--- src/rtl/switch_box_config_loader.sv ---
// Serial configuration loader for one switch-box tile.
// Shifts CW bits into a shadow register, commits them to c in one cycle,
// then forwards further bits to the next tile in the chain.
module switch_box_config_loader #(
  parameter int unsigned WS = 8,
  parameter int unsigned WD = 8,
  localparam int unsigned CW = WS * 6 + WD / 2 * 6
) (
  input  logic          clk,
  input  logic          rst_n,
  input  logic          cfg_en,
  input  logic          cfg_in_valid,
  input  logic          cfg_in_data,
  output logic          cfg_in_ready,
  output logic          cfg_out_valid,
  output logic          cfg_out_data,
  input  logic          cfg_out_ready,
  output logic [CW-1:0] c,
  output logic          cfg_done
);

  localparam int unsigned CntW = $clog2(CW + 1);

  typedef enum logic [1:0] {StIdle, StShift, StCommit, StPass} state_e;

  state_e          state_q;
  logic [CntW-1:0] cnt_q;
  logic [CW-1:0]   shadow_q;
  logic [CW-1:0]   c_q;
  logic            done_q;
  logic            in_shift;
  logic            in_pass;

  assign in_shift = (state_q == StShift);
  assign in_pass  = (state_q == StPass);

  // Handshake: dropping cfg_en blocks acceptance in the same cycle it aborts.
  assign cfg_in_ready  = (in_shift & cfg_en) | (in_pass & cfg_en & cfg_out_ready);
  assign cfg_out_valid = in_pass & cfg_en & cfg_in_valid;
  assign cfg_out_data  = in_pass & cfg_en & cfg_in_data;

  assign c        = c_q;
  assign cfg_done = done_q;

  // Load FSM: counter, shadow register and committed word.
  always_ff @(posedge clk) begin
    if (!rst_n) begin
      state_q  <= StIdle;
      cnt_q    <= '0;
      shadow_q <= '0;
      c_q      <= '0;
      done_q   <= 1'b0;
    end else begin
      case (state_q)
        StIdle: begin
          if (cfg_en) begin
            state_q  <= StShift;
            cnt_q    <= '0;
            shadow_q <= '0;
            done_q   <= 1'b0;
          end
        end
        StShift: begin
          if (!cfg_en) begin
            // Abort discards the partial word; c keeps its old value.
            state_q  <= StIdle;
            cnt_q    <= '0;
            shadow_q <= '0;
          end else if (cfg_in_valid) begin
            shadow_q <= {cfg_in_data, shadow_q[CW-1:1]};
            cnt_q    <= cnt_q + CntW'(1);
            if (cnt_q == CntW'(CW - 1)) begin
              state_q <= StCommit;
            end
          end
        end
        StCommit: begin
          c_q     <= shadow_q;
          done_q  <= 1'b1;
          state_q <= cfg_en ? StPass : StIdle;
        end
        StPass: begin
          if (!cfg_en) begin
            state_q <= StIdle;
          end
        end
        default: state_q <= StIdle;
      endcase
    end
  end

endmodule

--- config.mk ---
export PLATFORM = sky130hd
export DESIGN_NAME = switch_box_config_loader
export DESIGN_NICKNAME = d
export VERILOG_FILES = /design/src/rtl/switch_box_config_loader.sv
export SDC_FILE = /design/constraint.sdc
export NUM_CORES = 1
export LEC_CHECK = 0
export ABC_AREA = 1
export CAP_MARGIN = 10
export CORE_MARGIN = 3
export CORE_UTILIZATION = 54
export CTS_CLUSTER_SIZE = 40
export DETAILED_ROUTE_END_ITERATION = 10
export GPL_TIMING_DRIVEN = 0
export PLACE_DENSITY = 0.79
export SETUP_SLACK_MARGIN = 0.1
export SYNTH_ARGS = -nofsm -noshare
export SYNTH_HDL_FRONTEND = slang
export SYNTH_SLANG_ARGS = --single-unit
--- constraint.sdc ---
create_clock -name clk -period 1.7 [get_ports clk]
set_input_delay 0.34 -clock clk [delete_from_list [all_inputs] [get_ports clk]]
set_output_delay 0.34 -clock clk [all_outputs]
set_load 0.01 [all_outputs]
==> results of run 1 <==
-- layer usage --
metal  vias to the layer above  track usage  part of all wire  routed length (µm)
met2                       124       0.3853              0.49                6425
met1                      2373       0.2882              0.45                5978
li1                       2514            -                 -                   -
met5                         -            0                 0                   0
met4                         0      0.06763             0.013                 173
met3                        19      0.05684             0.046                 607
-- worst max path at each step --
stage	end	depth (start not counted)
global placement	shadow_q[17]	5
global route	shadow_q[71]	10
finish	cfg_out_data	4
floorplan	shadow_q[59]	10
detailed placement	shadow_q[15]	5
CTS	cfg_in_ready	4
-- stage by stage --
| stage | hold WS [ns] | setup TNS (ns) |
|---|---|---|
| 4_1_cts | 0.4498 | -0.06973 |
| 6_report | 0.4603 | 0 |
| 3_5_place_dp | 0.4558 | -53.28 |
| 5_1_grt | 0.4861 | -0.03033 |
| 2_1_floorplan | 0.4392 | 0 |
| 3_3_place_gp | 0.4505 | -52.18 |
-- timing repair --
action,in CTS,in global routing
pin swaps,2,2
endpoints found under the setup margin,170,113
gates resized for setup,97,34
hold endpoints to repair,0,0
gates cloned,0,0
buffers inserted,2,1
-- power breakdown --
| part | total [mW] | internal (mW) | switching (mW) |
|---|---|---|---|
| registers | 3.90 | 3.80 | 0.0952 |
| clock network | 3.48 | 2.05 | 1.43 |
| logic | 1.18 | 0.444 | 0.737 |
| total | 8.56 | 6.30 | 2.27 |
-- kinds of logic after synthesis --
kind of cell	share of synthesized area
flip-flops	0.5402
adder cells (fa/ha/maj)	0.002192
buffers and inverters	0.05591
AND/OR/NAND/NOR	0.2396
AO/OA/AOI/OAI	0.1620
-- cells in the final DEF, fill, tap and decap left out, types with 2 or more instances in the layout --
master / instances
sky130_fd_sc_hd__buf_4: 3
sky130_fd_sc_hd__a21oi_2: 39
sky130_fd_sc_hd__o21ai_0: 75
sky130_fd_sc_hd__inv_2: 3
sky130_fd_sc_hd__clkinvlp_4: 3
sky130_fd_sc_hd__buf_2: 6
sky130_fd_sc_hd__nor2_1: 157
sky130_fd_sc_hd__dfxtp_1: 152
sky130_fd_sc_hd__nand2_1: 158
sky130_fd_sc_hd__nor2_2: 3
sky130_fd_sc_hd__clkbuf_1: 17
sky130_fd_sc_hd__inv_1: 12
sky130_fd_sc_hd__clkbuf_2: 14
sky130_fd_sc_hd__clkbuf_4: 5
sky130_fd_sc_hd__nor2_4: 4
sky130_fd_sc_hd__a21oi_1: 39
sky130_fd_sc_hd__clkinv_2: 3
sky130_fd_sc_hd__clkdlybuf4s50_1: 4
sky130_fd_sc_hd__clkinv_4: 2
sky130_fd_sc_hd__nand3_1: 9
sky130_fd_sc_hd__nand2_2: 10
sky130_fd_sc_hd__dlygate4sd2_1: 74
sky130_fd_sc_hd__clkbuf_16: 16
sky130_fd_sc_hd__clkbuf_8: 4
sky130_fd_sc_hd__buf_6: 8
-- worst max-delay path, delay by kind of cell, from the launching register on --
family	cells	cell delay, ns
DFF	1	0.34
and+or+nand+nor	2	0.19
buffers and inverters	2	0.27
-- registers in the layout, indices dropped and copies added, names as in the netlist --
name and flops:
c 72, cfg_done 1, cnt_q 7, shadow_q 72, state_q 2
-- cell type report --
type,instances,area [µm²]
Buffer,48,295.3
Clock buffer,21,459.2
Clock inverter,10,93.84
Fill cell,807,2796
Inverter,16,62.56
Multi-Input combinational cell,503,2345
Sequential cell,154,3088
Tap cell,133,166.4
Timing Repair Buffer,84,738.2
==> flow_summary.html, run 1 <==
<table>
<tr><th>Metric</th><th>Value</th></tr>
<tr><th colspan="2">Outcome</th></tr>
<tr><td>Result of the run</td><td>completed</td></tr>
<tr><th colspan="2">Setup path</th></tr>
<tr><td>Crit path cell chain</td><td>buf_6 -&gt; nand3_4 -&gt; nor2_1 -&gt; buf_2</td></tr>
<tr><td>Critical-path top delay cell</td><td>sky130_fd_sc_hd__dfxtp_2</td></tr>
<tr><td>Startpoint of the worst-slack reg-to-reg timing path</td><td>state_q[0]</td></tr>
<tr><td>Startpoint-to-endpoint class of the critical path</td><td>reg2out</td></tr>
<tr><td>Delay of the slowest cell on the worst path</td><td>0.34 ns</td></tr>
<tr><td>Register-to-register setup slack</td><td>0.07 ns</td></tr>
<tr><td>Crit Reg-Reg Endpoint</td><td>shadow_q[71]</td></tr>
<tr><td>Required time worst endpoint</td><td>1.36 ns</td></tr>
<tr><td>Max FO, Critical Path</td><td>5</td></tr>
<tr><td>Critical path launch point type</td><td>flip-flop</td></tr>
<tr><td>Crit path from</td><td>state_q[0]</td></tr>
<tr><td>Endpoint kind of the worst setup timing path</td><td>output pin</td></tr>
<tr><td>Worst EP arrival</td><td>1.31 ns</td></tr>
<tr><td>Number of cells traversed by the worst register-to-register path</td><td>10</td></tr>
<tr><th colspan="2">Synthesis</th></tr>
<tr><td>Leading register cell type out of synthesis</td><td>sky130_fd_sc_hd__dfxtp_1</td></tr>
<tr><td>Post-Syn Area per Cell</td><td>7.915 µm²</td></tr>
<tr><td>Post-Syn Instances</td><td>721</td></tr>
<tr><td>Number of library cell types mapped by synthesis</td><td>24</td></tr>
<tr><td>Syn nets</td><td>728</td></tr>
<tr><td>Area of the mapped netlist</td><td>0.005707 mm²</td></tr>
<tr><td>Number of flops mapped to enable cells by yosys</td><td>0</td></tr>
<tr><td>Most frequent cell after synthesis</td><td>sky130_fd_sc_hd__nor2_1</td></tr>
<tr><td>Share of the yosys chip area belonging to registers</td><td>0.5402</td></tr>
<tr><td>Count of yosys warnings during synthesis</td><td>0</td></tr>
<tr><td>Yosys top cell area share</td><td>0.5402</td></tr>
<tr><td>Cell type with the highest aggregate area in the netlist</td><td>sky130_fd_sc_hd__dfxtp_1</td></tr>
<tr><td>Most common library cells after synthesis</td><td>160 x sky130_fd_sc_hd__nor2_1, 158 x sky130_fd_sc_hd__nand2_1, 154 x sky130_fd_sc_hd__dfxtp_1, 75 x sky130_fd_sc_hd__o21ai_0</td></tr>
<tr><td>Share of flip-flops with an asynchronous set or reset after synthesis</td><td>0</td></tr>
<tr><td>#FFs+latches synth</td><td>154</td></tr>
<tr><td>Dominant cells by area after synthesis</td><td>sky130_fd_sc_hd__dfxtp_1 54%, sky130_fd_sc_hd__nor2_1 11%, sky130_fd_sc_hd__nand2_1 10%, sky130_fd_sc_hd__o21ai_0 6.6%, sky130_fd_sc_hd__a21oi_2 6.0%</td></tr>
<tr><th colspan="2">Drt</th></tr>
<tr><td>Final WL</td><td>13180 µm</td></tr>
<tr><td>Vias per cell</td><td>5.191</td></tr>
<tr><td>WL/cell</td><td>13.61 µm</td></tr>
<tr><td>Antenna Violating Nets Remaining</td><td>0</td></tr>
<tr><td>Number of vias in the routed layout</td><td>5030</td></tr>
<tr><td>DR DRC count</td><td>0</td></tr>
<tr><td>First-iteration detailed-routing DRC count</td><td>278</td></tr>
<tr><td>1st-pass router iterations</td><td>5</td></tr>
<tr><th colspan="2">Cells and area</th></tr>
<tr><td>Diodes inserted</td><td>0</td></tr>
<tr><td>Final non-filler cell area</td><td>0.007248 mm²</td></tr>
<tr><td>Finished Layout Cells</td><td>969</td></tr>
<tr><td>Post-layout net count</td><td>831</td></tr>
<tr><td>Area growth from synthesis to final layout</td><td>27.01%</td></tr>
<tr><td>Layout cells sized above 1</td><td>0.1591</td></tr>
<tr><td>Util after Layout</td><td>0.7216</td></tr>
<tr><th colspan="2">Clock tree</th></tr>
<tr><td>Cell at the root of the clock tree</td><td>sky130_fd_sc_hd__clkbuf_8</td></tr>
<tr><td>Inserted Clock Buffers</td><td>17</td></tr>
<tr><td>Clock tree from TritonCTS</td><td>built</td></tr>
<tr><td>Number of hold buffers added after cts</td><td>0</td></tr>
<tr><td>Later-pin clock latency in the skew report</td><td>0.52 ns</td></tr>
<tr><td>CTS H-tree depth</td><td>4</td></tr>
<tr><td>Clock-pin slew of the registers on the worst-case setup and hold paths</td><td>0.06 ns</td></tr>
<tr><td>Number of sinks on the clock net</td><td>154</td></tr>
<tr><td>Maximum buffer depth of the clock tree</td><td>2</td></tr>
<tr><th colspan="2">GRT</th></tr>
<tr><td>Final global-route overflow total</td><td>0</td></tr>
<tr><td>Overall global routing resource usage</td><td>0.2277</td></tr>
<tr><td>Pin count of the biggest net entering global routing</td><td>17</td></tr>
<tr><td>Number of global-route vias before repair</td><td>4819</td></tr>
<tr><td>First-pass GRT wire length</td><td>21690 µm</td></tr>
<tr><td>Antenna violations before repair</td><td>0</td></tr>
<tr><th colspan="2">STA</th></tr>
<tr><td>Hold violation count in the final report</td><td>0</td></tr>
<tr><td>Final Setup Violations</td><td>0</td></tr>
<tr><td>Minimum setup slack in the final design</td><td>0.04685 ns</td></tr>
<tr><td>Period Utilization, post-route</td><td>0.9724</td></tr>
<tr><td>RSZ-0062 raised after global routing</td><td>yes</td></tr>
<tr><td>Worst-Margin Slew</td><td>0.6953 ns</td></tr>
<tr><td>Pins over their slew limit</td><td>0</td></tr>
<tr><td>Worst max-slew margin expressed relative to the limit</td><td>0.5365</td></tr>
<tr><td>Fmax</td><td>604.9 MHz</td></tr>
<tr><td>Final worst path period need</td><td>1.653 ns</td></tr>
<tr><td>Clk_skew</td><td>0.006082 ns</td></tr>
<tr><th colspan="2">Die</th></tr>
<tr><td>Standard cell core area</td><td>0.01004 mm²</td></tr>
<tr><td>Initial core utilization</td><td>0.5681</td></tr>
<tr><td>Number of ports placed on the die boundary</td><td>82</td></tr>
<tr><td>Die height</td><td>108.8 µm</td></tr>
<tr><td>Die area</td><td>0.01184 mm²</td></tr>
<tr><td>Num rows</td><td>36</td></tr>
<tr><td>Horizontal extent of the die</td><td>108.8 µm</td></tr>
<tr><th colspan="2">Placement</th></tr>
<tr><td>Setup WS pre-CTS</td><td>-0.5680 ns</td></tr>
<tr><td>Routability Congestion</td><td>0.8389</td></tr>
<tr><td>Count of buffers from port buffering</td><td>81</td></tr>
<tr><td>Estimated wirelength of the detail-placed design</td><td>8575 µm</td></tr>
<tr><td>Placed inst area</td><td>0.006684 mm²</td></tr>
<tr><td>Post-placement cell count</td><td>935</td></tr>
<tr><th colspan="2">Power and ir drop</th></tr>
<tr><td>Power density over the cells</td><td>1181 mW/mm²</td></tr>
<tr><td>Total Power</td><td>8.562 mW</td></tr>
<tr><td>Leakage component of the power</td><td>3.229 nW</td></tr>
<tr><td>Max IR drop VDD</td><td>719.3 µV</td></tr>
<tr><th colspan="2">Hold path</th></tr>
<tr><td>Startpoint of the most critical hold path</td><td>cnt_q[6]</td></tr>
<tr><td>Hold path cells</td><td>2</td></tr>
<tr><td>Hold path endpoint</td><td>cnt_q[6]</td></tr>
<tr><td>Worst Hold Class</td><td>reg2reg</td></tr>
<tr><th colspan="2">Run</th></tr>
<tr><td>Max-cap viol count</td><td>0</td></tr>
</table>
No activity file was read; power rests on OpenSTA's default activity.
==> run 2: changes to the inputs <==
Settings changed: SKIP_LAST_GASP set to 1.
==> results of run 2 <==
Same layout as run 1: the final DEF is identical, and so are final timing and power.
==> run 3: changes to the inputs <==
Settings changed: PLACE_DENSITY 0.79 to 0.88.
==> flow_summary.html, run 3 (synthesis gave the netlist of run 1 again) <==
<table>
<tr><th>Metric</th><th>Value</th></tr>
<tr><th colspan="2">Die</th></tr>
<tr><td>Die height</td><td>108.8 µm</td></tr>
<tr><td>Die area</td><td>0.01184 mm²</td></tr>
<tr><td>Number of ports placed on the die boundary</td><td>82</td></tr>
<tr><td>Num rows</td><td>36</td></tr>
<tr><td>Standard cell core area</td><td>0.01004 mm²</td></tr>
<tr><td>Initial core utilization</td><td>0.5681</td></tr>
<tr><td>Horizontal extent of the die</td><td>108.8 µm</td></tr>
<tr><th colspan="2">Clock tree</th></tr>
<tr><td>Maximum buffer depth of the clock tree</td><td>2</td></tr>
<tr><td>CTS H-tree depth</td><td>4</td></tr>
<tr><td>Clock tree from TritonCTS</td><td>built</td></tr>
<tr><td>Number of hold buffers added after cts</td><td>0</td></tr>
<tr><td>Later-pin clock latency in the skew report</td><td>0.51 ns</td></tr>
<tr><td>Clock-pin slew of the registers on the worst-case setup and hold paths</td><td>0.06 ns</td></tr>
<tr><td>Inserted Clock Buffers</td><td>17</td></tr>
<tr><td>Number of sinks on the clock net</td><td>154</td></tr>
<tr><td>Cell at the root of the clock tree</td><td>sky130_fd_sc_hd__clkbuf_8</td></tr>
<tr><th colspan="2">GRT</th></tr>
<tr><td>Overall global routing resource usage</td><td>0.2399</td></tr>
<tr><td>Antenna violations before repair</td><td>0</td></tr>
<tr><td>Pin count of the biggest net entering global routing</td><td>17</td></tr>
<tr><td>Final global-route overflow total</td><td>0</td></tr>
<tr><td>Number of global-route vias before repair</td><td>5055</td></tr>
<tr><td>First-pass GRT wire length</td><td>22880 µm</td></tr>
<tr><th colspan="2">Drt</th></tr>
<tr><td>Number of vias in the routed layout</td><td>5110</td></tr>
<tr><td>DR DRC count</td><td>0</td></tr>
<tr><td>First-iteration detailed-routing DRC count</td><td>364</td></tr>
<tr><td>Antenna Violating Nets Remaining</td><td>0</td></tr>
<tr><td>WL/cell</td><td>14.06 µm</td></tr>
<tr><td>Vias per cell</td><td>5.246</td></tr>
<tr><td>1st-pass router iterations</td><td>5</td></tr>
<tr><td>Final WL</td><td>13700 µm</td></tr>
<tr><th colspan="2">STA</th></tr>
<tr><td>Worst max-slew margin expressed relative to the limit</td><td>0.5230</td></tr>
<tr><td>Fmax</td><td>589.0 MHz</td></tr>
<tr><td>Clk_skew</td><td>0.006952 ns</td></tr>
<tr><td>Final Setup Violations</td><td>0</td></tr>
<tr><td>Worst slack on hold paths</td><td>0.4767 ns</td></tr>
<tr><td>Minimum setup slack in the final design</td><td>0.002086 ns</td></tr>
<tr><td>Final worst path period need</td><td>1.698 ns</td></tr>
<tr><td>Period Utilization, post-route</td><td>0.9988</td></tr>
<tr><td>Pins over their slew limit</td><td>0</td></tr>
<tr><td>Hold violation count in the final report</td><td>0</td></tr>
<tr><td>Worst-Margin Slew</td><td>0.7156 ns</td></tr>
<tr><td>RSZ-0062 raised after global routing</td><td>yes</td></tr>
<tr><th colspan="2">Placement</th></tr>
<tr><td>Setup WS pre-CTS</td><td>-0.5252 ns</td></tr>
<tr><td>Estimated wirelength of the detail-placed design</td><td>8711 µm</td></tr>
<tr><td>Post-placement cell count</td><td>935</td></tr>
<tr><td>Routability Congestion</td><td>0.8080</td></tr>
<tr><td>Count of buffers from port buffering</td><td>81</td></tr>
<tr><th colspan="2">Outcome</th></tr>
<tr><td>Result of the run</td><td>completed</td></tr>
<tr><th colspan="2">Power and ir drop</th></tr>
<tr><td>Max IR drop VDD</td><td>683.0 µV</td></tr>
<tr><td>Leakage component of the power</td><td>3.291 nW</td></tr>
<tr><td>Total Power</td><td>8.952 mW</td></tr>
<tr><td>Power density over the cells</td><td>1210 mW/mm²</td></tr>
<tr><th colspan="2">Cells and area</th></tr>
<tr><td>Diodes inserted</td><td>0</td></tr>
<tr><td>Commonest non-fill, non-tap cell in the layout</td><td>sky130_fd_sc_hd__nand2_1</td></tr>
<tr><td>Layout cells sized above 1</td><td>0.1653</td></tr>
<tr><td>Area growth from synthesis to final layout</td><td>29.60%</td></tr>
<tr><td>Finished Layout Cells</td><td>974</td></tr>
<tr><td>Post-layout net count</td><td>836</td></tr>
<tr><td>Most used cells in the layout excluding fill and tap cells</td><td>157 x sky130_fd_sc_hd__nand2_1, 156 x sky130_fd_sc_hd__nor2_1, 152 x sky130_fd_sc_hd__dfxtp_1</td></tr>
<tr><th colspan="2">Setup path</th></tr>
<tr><td>Critical path launch point type</td><td>flip-flop</td></tr>
<tr><td>Required time worst endpoint</td><td>1.36 ns</td></tr>
<tr><td>Startpoint-to-endpoint class of the critical path</td><td>reg2out</td></tr>
<tr><td>Crit-path most repeated cell</td><td>sky130_fd_sc_hd__buf_6</td></tr>
<tr><td>Delay of the slowest cell on the worst path</td><td>0.32 ns</td></tr>
<tr><td>Endpoint kind of the worst setup timing path</td><td>output pin</td></tr>
<tr><td>Crit path cell chain</td><td>buf_6 -&gt; buf_6 -&gt; nand2_4 -&gt; nor2_4 -&gt; buf_6</td></tr>
<tr><td>Critical-path top delay cell</td><td>sky130_fd_sc_hd__dfxtp_2</td></tr>
<tr><td>Worst EP arrival</td><td>1.36 ns</td></tr>
<tr><td>Max FO, Critical Path</td><td>4</td></tr>
<tr><th colspan="2">Run</th></tr>
<tr><td>Max-cap viol count</td><td>0</td></tr>
<tr><th colspan="2">Hold path</th></tr>
<tr><td>Worst Hold Class</td><td>reg2reg</td></tr>
</table>
==> run 3: what timing repair did <==
action                     CTS  global route
setup endpoints to repair  169           113
setup buffers                7             2
pin swaps                    4             3
resized for setup          102            45
==> run 3: final timing paths <==
check        startpoint      endpoint  slack, ns  cells after the start
max          state_q[0]  cfg_in_ready      0.002                      5
min            cnt_q[6]      cnt_q[6]       0.48                      2
max reg2reg  state_q[0]  shadow_q[67]       0.17                     11
min reg2reg    cnt_q[6]      cnt_q[6]       0.48                      2
==> run 3: per-layer routing <==
layer / up-vias / share of wire / track usage
met4: 0 / 0.021 / 0.09378
met3: 28 / 0.043 / 0.05210
li1: 2517 / - / -
met1: 2415 / 0.45 / 0.3024
met5: - / 0 / 0
met2: 150 / 0.49 / 0.4020
==> run 3: cell type report <==
class | instances | area, µm²
plain buffers | 47 | 330.3
clock buffers | 21 | 459.2
clock inverters | 10 | 141.4
fillers | 744 | 2649
inverters | 16 | 65.06
multi-input cells | 503 | 2359
flip-flops and latches | 154 | 3088
well taps | 133 | 166.4
repair buffers | 90 | 787.0
==> run 3: per-stage QoR <==
step | util | setup TNS [ns] | cell area [µm²]
after CTS | 0.7242 | -0.02394 | 7274
after detailed placement | 0.6654 | -51.42 | 6684
final | 0.7363 | 0 | 7396
after global routing | 0.7363 | -0.04308 | 7396
after floorplan | - | 0 | 5707
after global placement | 0.6654 | -46.16 | 6684
==> run 3: worst max-delay path: cells and delay by family (launching register included) <==
kind                   cells  cell delay (ns)
buffers and inverters      3             0.31
flip-flops                 1             0.32
AND/OR/NAND/NOR            2             0.20
==> run 3: power breakdown <==
| group | internal [mW] | leakage (nW) | switching [mW] |
|---|---|---|---|
| clock | 2.35 | 0.290 | 1.43 |
| sequential | 3.80 | 1.25 | 0.0971 |
| combinational | 0.514 | 1.75 | 0.758 |
